<file path="config.mk">
export PLATFORM = sky130hd
export DESIGN_NAME = clock_divider
export DESIGN_NICKNAME = d
export VERILOG_FILES = /design/src/rtl/clkdiv_pkg.sv /design/src/rtl/clkdiv_counter.sv /design/src/rtl/clock_divider.sv
export SDC_FILE = /design/constraint.sdc
export NUM_CORES = 1
export LEC_CHECK = 0
export CAP_MARGIN = 20
export CORE_AREA = 5 5 42 44
export CTS_BUF_LIST = sky130_fd_sc_hd__clkbuf_16
export CTS_CLUSTER_DIAMETER = 200
export DETAILED_ROUTE_END_ITERATION = 8
export DIE_AREA = 0 0 47 49
export DONT_BUFFER_PORTS = 1
export SLEW_MARGIN = 40
export SYNTH_ARGS = -nofsm -noshare
export SYNTH_HDL_FRONTEND = slang
export SYNTH_SLANG_ARGS = --single-unit
</file>
<file path="constraint.sdc">
create_clock -name clk_in -period 2.2 [get_ports clk_in]
set_input_delay 0.11 -clock clk_in [delete_from_list [all_inputs] [get_ports clk_in]]
set_output_delay 0.11 -clock clk_in [all_outputs]
set_load 0.03 [all_outputs]
</file>
<file path="src/rtl/clkdiv_pkg.sv">
// Shared helpers for the integer clock divider: counter width and low-phase length.
package clkdiv_pkg;

  function automatic int clkdiv_cnt_w(input int divisor);
    return (divisor <= 1) ? 1 : $clog2(divisor);
  endfunction

  // Odd divisors put the extra cycle in the low phase.
  function automatic int clkdiv_low_cyc(input int divisor);
    return (divisor + 1) / 2;
  endfunction

endpackage

</file>
<file path="src/rtl/clkdiv_counter.sv">
// Mod-DIVISOR up-counter with asynchronous active-low reset; exposes the current
// count and the combinational next count so the caller can register decisions on it.
module clkdiv_counter
  import clkdiv_pkg::*;
#(
  parameter int DIVISOR = 25,
  parameter int CNT_W   = clkdiv_cnt_w(DIVISOR)
) (
  input  logic             clk_in,
  input  logic             reset,
  output logic [CNT_W-1:0] cnt_o,
  output logic [CNT_W-1:0] cnt_nxt_o
);

  localparam logic [CNT_W-1:0] CNT_MAX = CNT_W'(DIVISOR - 1);

  logic [CNT_W-1:0] cnt_q;
  logic [CNT_W-1:0] cnt_d;

  always_comb begin
    cnt_d = cnt_q + CNT_W'(1);
    if (cnt_q == CNT_MAX) cnt_d = '0;
  end

  always_ff @(posedge clk_in or negedge reset) begin
    if (!reset) cnt_q <= '0;
    else        cnt_q <= cnt_d;
  end

  assign cnt_o     = cnt_q;
  assign cnt_nxt_o = cnt_d;

endmodule

</file>
<file path="src/rtl/clock_divider.sv">
// Integer clock divider producing a registered clk_out of period DIVISOR clk_in cycles.
// Optional CLKDIV_TICK_EN adds a one-cycle tick marking each clk_out rising phase.
module clock_divider
  import clkdiv_pkg::*;
#(
  parameter int DIVISOR = 25
) (
  input  logic clk_in,
  input  logic reset,
  output logic clk_out
`ifdef CLKDIV_TICK_EN
  ,
  output logic tick
`endif
);

  generate
    if (DIVISOR < 1) begin : g_bad_divisor
      $error("clock_divider: DIVISOR must be >= 1");
    end else if (DIVISOR == 1) begin : g_bypass
      // No division possible: pass the clock through, gated low while in reset.
      assign clk_out = clk_in & reset;
`ifdef CLKDIV_TICK_EN
      assign tick = reset;
`endif
    end else begin : g_div
      localparam int CNT_W   = clkdiv_cnt_w(DIVISOR);
      localparam int LOW_CYC = clkdiv_low_cyc(DIVISOR);

      logic [CNT_W-1:0] cnt;
      logic [CNT_W-1:0] cnt_nxt;
      logic             clk_out_q;
      logic             clk_out_d;

      clkdiv_counter #(
        .DIVISOR (DIVISOR),
        .CNT_W   (CNT_W)
      ) u_counter (
        .clk_in    (clk_in),
        .reset     (reset),
        .cnt_o     (cnt),
        .cnt_nxt_o (cnt_nxt)
      );

      // Deciding on the next count keeps clk_out aligned with the counter register.
      assign clk_out_d = (cnt_nxt >= CNT_W'(LOW_CYC));

      always_ff @(posedge clk_in or negedge reset) begin
        if (!reset) clk_out_q <= 1'b0;
        else        clk_out_q <= clk_out_d;
      end

      assign clk_out = clk_out_q;

`ifdef CLKDIV_TICK_EN
      logic tick_q;
      logic tick_d;

      assign tick_d = (cnt_nxt == CNT_W'(LOW_CYC));

      always_ff @(posedge clk_in or negedge reset) begin
        if (!reset) tick_q <= 1'b0;
        else        tick_q <= tick_d;
      end

      assign tick = tick_q;
`endif
    end
  endgenerate

endmodule

</file>
# == Yosys cells after proc, flatten, opt, wreduce, memory -nomap -nowiden ==
# Index checks and enable logic that the tools add are counted.
# W data, S select, Z words.
# totals
ff_bits,6
inputBits,2
output_inout_bits,1
wordCells,6
# op_classes
add_sub_neg,1
order_cmp,1
eq_ne,1
muxes,1
# op_table
cell,n
$add A5 B1 Y5 const B,1
$eq A5 B5 Y1 const B,1
$ge A5 B4 Y1 const B,1
$mux W5,1

# == Longest topological paths before layout ==
# Gate-level depths: netlist of run 1.
# depth
depth_word,3
mapped_depth,6
depth_no_buf,6

# == Modules after synthesis ==
# A second synthesis of run 1 with hierarchy kept.
# hier_totals
hier_cells,27
hier_area_um2,285.3
# by_module_without_submodules
module,n_inst,cells_per_inst,area_each_um2,seq_area_each_um2
clkdiv_counter,1,24,241.5,125.1
clock_divider,1,3,43.8,25.0

# == Worst setup path before layout of run 1 ==
# No wires, ideal clock.
# synth_path
path_kind,register to register
startpoint,register g_div.u_counter.cnt_q[0] (netlist: g_div.u_counter.cnt_o[0])
endpoint,register g_div.clk_out_q (netlist: clk_out)
setup_time_ns,0.118
arrival_time_ns,1.229
required_time_ns,2.082
setup_slack_ns,0.853
stages_incl_launch_ff,7
n_path_buf,0
synth_period_minus_slack_ns,1.347
cell_sequence,dfrtp_1 -> inv_1 -> ha_1 -> a21boi_1 -> o21ai_0 -> o21ai_0 -> a21o_1
# synth_between
elab_chain_cells,3
elab_cells_between_ends,4
cone_classes,add/sub: 1; order compare: 1; eq/ne: 1; mux: 1
# synth_rtl
item,line,rtl
start: declaration,clkdiv_counter.sv:17,logic [CNT_W-1:0] cnt_q;
start signal: assignment,clkdiv_counter.sv:27,else cnt_q <= cnt_d;
$add A5 B1 Y5 / $eq A5 B5 Y1 (equally long branches),"clkdiv_counter.sv:21, clkdiv_counter.sv:22",
$mux W5 (*),clkdiv_counter.sv:22,if (cnt_q == CNT_MAX) cnt_d = '0;
net g_div.cnt_nxt[1],clock_divider.sv:31,logic [CNT_W-1:0] cnt_nxt;
$ge A5 B4 Y1 (*),clock_divider.sv:46,assign clk_out_d = (cnt_nxt >= CNT_W'(LOW_CYC));
net g_div.clk_out_d,clock_divider.sv:33,logic clk_out_d;
end signal: assignment,clock_divider.sv:50,else clk_out_q <= clk_out_d;
end: declaration,clock_divider.sv:32,logic clk_out_q;
# The timed path passes the listed nets; every way through them passes the cells marked *.

# == Worst setup path in the final report of run 1 ==
# Ends and elaborated chain as after synthesis.

==> results of run 1 <==
## flip-flops by register name (all words and copies together) (netlist names)
name / count
g_div.u_counter.cnt_o: 5
clk_out: 1
## final timing paths
kind,end,startpoint,slack (ps)
worst max-delay path,clk_out,g_div.u_counter.cnt_o[0],760
worst min-delay path,g_div.u_counter.cnt_o[1],reset,200
worst max register to register,clk_out,g_div.u_counter.cnt_o[0],760
worst min register to register,g_div.u_counter.cnt_o[0],g_div.u_counter.cnt_o[0],500
max in group asynchronous,clk_out,reset,1780
min in group clk_in,g_div.u_counter.cnt_o[0],g_div.u_counter.cnt_o[0],500
## worst reg2reg max path, delay by kind of cell (launching register included)
kind	cells	cell delay, ps
AO/OA/AOI/OAI	4	540
flip-flops	1	390
adder cells (fa/ha/maj)	1	320
buffers and inverters	1	70
## cell type report
class | count | area, sq um
clock buffers | 3 | 75.07
well taps | 16 | 20.02
fillers | 152 | 993.5
repair buffers | 1 | 10.01
flip-flops and latches | 6 | 150.1
inverters | 3 | 11.26
multi-input cells | 22 | 141.4
## power by group through the flow
stage	Sequential, uW	Clock [uW]	Combinational (uW)
4_1_cts	111	299	3.50
6_report	111	291	3.31
3_5_place_dp	112	0	0.0000853
2_1_floorplan	112	0	0.0000907
5_1_grt	111	307	3.73
3_3_place_gp	112	0	0.0000853
## layer usage
layer / global-route usage (%) / share of wire, %
met5: 0 / 0
met4: 5.530 / 5.1
met3: 2.214 / 4.1
met1: 7.366 / 48
met2: 6.335 / 42
## cells in the mapped netlist, drive strengths merged (2+ instances only)
cell / count
dfrtp: 6
ha: 2
inv: 3
nand2: 5
nor2: 2
o21ai: 5
## per-stage QoR
stage               power [uW]  instances
finish                   405.1         51
global route             421.6         51
CTS                      413.5         51
detailed placement       112.4         47
global placement         112.4         47
floorplan                112.4         32
## cells by family (layout without fill, tap and decap cells)
family	Yosys count	count (layout)	synth area share, %
AND/OR/NAND/NOR	10	10	14.52
AO/OA/AOI/OAI	8	8	16.94
flip-flops	6	6	48.39
buffers and inverters	4	7	6.049
adder cells (fa/ha/maj)	2	2	8.063
XOR/XNOR	1	1	2.823
multiplexers	1	1	3.226
## repair_timing
action,CTS,global route
hold endpoints to repair,6,0
hold buffers,1,0
setup buffers,0,0
==> results_dict.tcl, run 1 <==
set metrics [dict create \
    status "finished clean" \
    io-pin-count 3 \
    hold_class "in -> async" \
    max_freq_mhz 695.5 \
    switching_power_uw 59.90 \
    syn_inst 32 \
    syn-cell-area_sq_um 310.3 \
    grt_pass1_wl_um 848 \
    finalHoldViolCount 0 \
    final_util_pct 29.11 \
    reg2regPathDepth 6 \
    p_leak_uw 0.0001961 \
    grt_overflow 0 \
    wl_um 486 \
    start_util_pct 22.14 \
    dieArea_sq_um 2303 \
    cpPeakStageDelay_ps 390 \
    area_growth_pct 31.45 \
    die_h_um 49 \
    crit_cells 6 \
    place_ws_ps 750.9 \
    slowest_stage "dfrtp_1" \
    syn_nets 36 \
    first_global_vias 168 \
    critPathCaptureType "flip-flop" \
    cp_num_buf_inv 1 \
    cp_cell_sequence "inv_1, ha_1, a21boi_1, o21ai_0, o21ai_0, a21o_1" \
    cts.path.max_buffers 2 \
    design_area_sq_um 407.9 \
    swShare_pct 14.79 \
    synth_warnings 0 \
    tns_ps 0 \
    fin_skew_ps 2.188 \
    cp_top_family "compound AO/OA/AOI/OAI gates" \
    maxSlewViolCount 0 \
    setup_viol 0 \
    ys_seq_elements 6 \
    cts_tree "done" \
    synth_ff_type "dfrtp_1" \
    min_period_ps 1438 \
    clock_power_share_pct 71.8 \
    antenna_found_initial 0 \
    clk_latency_ps 230 \
    core.rowCount 14 \
    placed_cell_area_sq_um 322.8 \
    htreeDepth 1 \
    port_buffers 0 \
    drive_gt1_share_pct 11.43 \
    route.vias.total 218 \
    yosys.cell_types.count 17 \
    cp.arrival_ps 1550 \
    cp_max_fo 5 \
    gr-usage-all-layers_pct 5.591 \
    max-slew-margin-rel_pct 80.97 \
    root_buffer "clkbuf_16" \
    drc_errors 0 \
    internal_power_uw 345.2 \
    place_congestion 0.7275 \
    nets 41 \
    cts_sinks 6 \
    start_kind "flip-flop" \
    whs_ps 199.5 \
    fp.coreArea_sq_um 1401 \
    yosys.area.top_type "dfrtp_1" \
    drv_cap 0 \
    initialDrtViolationCount 4 \
    synth_area_leaders "dfrtp_1, ha_1, nand2_1, o21ai_0, inv_1" \
    post_cts_resized 0 \
    crit_required_ps 2310 \
    drt_pass1_iterations 2 \
    avgRoutedWirePerCell_um 9.529 \
    avgSynthCellArea_sq_um 9.697 \
    worst_pin_slew_ps 284.5 \
    final_cell_mix "dfrtp_1, nand2_1, inv_1, o21ai_0, clkbuf_16" \
    ant_nets 0 \
    grt_setup_unrepaired "no" \
    synth_edf_count 0 \
    critPathKind "reg -> reg" \
    peakVddDrop_mv 0.5031 \
    antenna_cells 0 \
    ys_seq_area_share_pct 48.39 \
    layout_commonest_cell "dfrtp_1" \
    cpMostUsedCell "o21ai_0" \
    cts_buffers 3 \
    vias_per_cell 4.275 \
    setup_ws_ps 762.2 \
    seqPwrFrac_pct 27.4 \
    p_comb_share_pct 0.8 \
    die_x_um 47 \
    power_density_nw_per_um2 993.3 \
    synthArstFlopShare_pct 100.0 \
    post-route-period-util_pct 65.36 \
    clk_pin_slew_worst_paths_ps 30 \
    synth_top_area_share_pct 48.39 \
    grt_max_degree 9 \
]
Note: power is estimated with default switching activity, not from simulation.
==> run 2: changes to the inputs <==
==> constraint.sdc (replaced) <==
create_clock -name clk_in -period 1.2 [get_ports clk_in]
set_input_delay 0.06 -clock clk_in [delete_from_list [all_inputs] [get_ports clk_in]]
set_output_delay 0.06 -clock clk_in [all_outputs]
set_load 0.03 [all_outputs]
==> run 2 against run 1 <==
Compared with the run above: the run now ends with negative setup slack left; utilization increased by 5.7 points; sequential power increased by 84%; global-route usage up 1.9 points; clock power rose by 87%; non-clock buffer count grew 9; count of clock-buffer cells in the layout unchanged; hold slack lost 46 ps; maximum frequency grew 12%; wire length is 28% higher; die area is the same.
==> results_dict.tcl, run 2 (synthesis gave the netlist of run 1 again) <==
set metrics [dict create \
    setup_viol 1 \
    r2r-start "g_div.u_counter.cnt_o[0]" \
    maxSlewViolCount 0 \
    grt_setup_unrepaired "yes" \
    grt_pass1_wl_um 1214 \
    p_comb_share_pct 0.8 \
    place_congestion 0.7304 \
    antenna_cells 0 \
    max_freq_mhz 780.0 \
    start_util_pct 22.14 \
    clk_latency_ps 230 \
    htreeDepth 1 \
    gr-usage-all-layers_pct 7.512 \
    reg2regPathDepth 6 \
    setup_ws_ps -82.12 \
    fp.coreArea_sq_um 1401 \
    final_cell_mix "buf_4, dfrtp_1, nand2_1" \
    cpMostUsedCell "o21ai_1" \
    internal_power_uw 633.8 \
    dp_hpwl_um 460.3 \
    fin_skew_ps 2.073 \
    cp.arrival_ps 1400 \
    crit_required_ps 1320 \
    layout_commonest_cell "buf_4" \
    antenna_found_initial 0 \
    vias_per_cell 4.183 \
    min_period_ps 1282 \
    area_growth_pct 57.26 \
    post-route-period-util_pct 106.8 \
    final_util_pct 34.82 \
    rrSetupSlack_ps -80 \
    worst_pin_slew_ps 299.6 \
    p_leak_uw 0.0002461 \
    largest_reg_flops 5 \
    hold_class "in -> async" \
    wl_um 623 \
    first_global_vias 293 \
    start_kind "flip-flop" \
    whs_ps 154.0 \
    cp_max_fo 3 \
    power_density_nw_per_um2 1542 \
    fill_cells 145 \
    route.vias.total 251 \
    core.rowCount 14 \
    peakVddDrop_mv 0.7802 \
    grt_overflow 0 \
    cts_buffers 3 \
    cp_num_buf_inv 1 \
    cts_sinks 6 \
    clk_pin_slew_worst_paths_ps 30 \
    cts.path.max_buffers 2 \
    nets 50 \
    drv_cap 0 \
    failed_checks "negative setup slack" \
    port_buffers 0 \
    status "finished with violations" \
    die_h_um 49 \
    swShare_pct 15.77 \
    dieArea_sq_um 2303 \
    finalHoldViolCount 0 \
    cp_cell_sequence "inv_2, ha_4, a21boi_1, o21ai_1, o21ai_1, a21o_1" \
    initialDrtViolationCount 6 \
    place_ws_ps -131.4 \
    clock_power_share_pct 72.1 \
    drc_errors 0 \
    drive_gt1_share_pct 36.36 \
    grt_max_degree 8 \
    ant_nets 0 \
    critPathKind "reg -> reg" \
    seqPwrFrac_pct 27.1 \
    slowest_stage "dfrtp_1" \
    root_buffer "clkbuf_16" \
    critPathCaptureType "flip-flop" \
    avgRoutedWirePerCell_um 10.38 \
    rr_endpoint "clk_out" \
    drt_pass1_iterations 3 \
    switching_power_uw 118.7 \
    cp_top_family "compound AO/OA/AOI/OAI gates" \
    max-slew-margin-rel_pct 79.96 \
    cts_tree "done" \
    io-pin-count 3 \
    die_x_um 47 \
    cpPeakStageDelay_ps 390 \
]
==> run 2: cell count changes in the layout (fill, tap and decap cells not counted) <==
| cell | delta |
|---|---|
| inv_2 | +2 |
| ha_4 | +1 |
| o21ai_0 | -2 |
| buf_4 | +9 |
| inv_1 | -2 |
| o21ai_1 | +2 |
| ha_1 | -1 |
==> run 2: metrics by stage <==
step | TNS, ps | total power [uW] | cell area [sq um] | cells
3_5_place_dp | -139.5 | 206.1 | 382.9 | 55
3_3_place_gp | -107.3 | 206.1 | 382.9 | 55
5_1_grt | -224.2 | 782.9 | 488.0 | 60
2_1_floorplan | -97.99 | 206.1 | 310.3 | 32
6_report | -82.12 | 752.4 | 488.0 | 60
4_1_cts | -83.78 | 756.0 | 488.0 | 60
==> run 2: cell type report <==
type | count | area [sq um] | area share (%)
Tap cell | 16 | 20.02 | 4.103
Inverter | 3 | 11.26 | 2.308
Clock buffer | 3 | 75.07 | 15.38
Multi-Input combinational cell | 22 | 153.9 | 31.54
Sequential cell | 6 | 150.1 | 30.77
Timing Repair Buffer | 10 | 77.57 | 15.90
==> run 2: worst reg2reg max path: stages, from the launching register on <==
cell      delay, ps
dfrtp_1         390
inv_2            90
ha_4            200
a21boi_1        120
o21ai_1         120
o21ai_1          80
a21o_1          160
==> run 2: what timing repair did <==
action                                  4_1_cts  5_1_grt
hold buffers                                  1        0
gates resized for setup                       3        0
endpoints found under the setup margin        2        3
endpoints found under the hold margin         6        0
buffers inserted                              1        0
pin swaps                                     3        2
==> run 2: power groups by stage <==
stage	Sequential (uW)	Clock [uW]	Combinational, uW
floorplan	206	0	0.0000910
global route	203	572	7.13
CTS	204	546	6.54
detailed placement	206	0	0.000128
global placement	206	0	0.000128
finish	204	543	6.28
==> run 2: how the worst max path moves through the flow <==
stage	startpoint	to	slack [ps]	cells past startpoint
finish	g_div.u_counter.cnt_o[0]	clk_out	-80	6
global route	g_div.u_counter.cnt_o[0]	clk_out	-180	6
CTS	g_div.u_counter.cnt_o[0]	clk_out	-80	6
detailed placement	g_div.u_counter.cnt_o[0]	clk_out	-130	6
global placement	g_div.u_counter.cnt_o[1]	clk_out	-110	6
floorplan	g_div.u_counter.cnt_o[1]	clk_out	-100	6
==> run 2: metal layers <==
layer	vias up	GRT usage, %	part of all wire, %
met5	-	0	0
met3	2	2.214	2.4
met4	0	5.530	4.2
li1	134	-	-
met1	111	9.193	48
met2	4	10.63	45
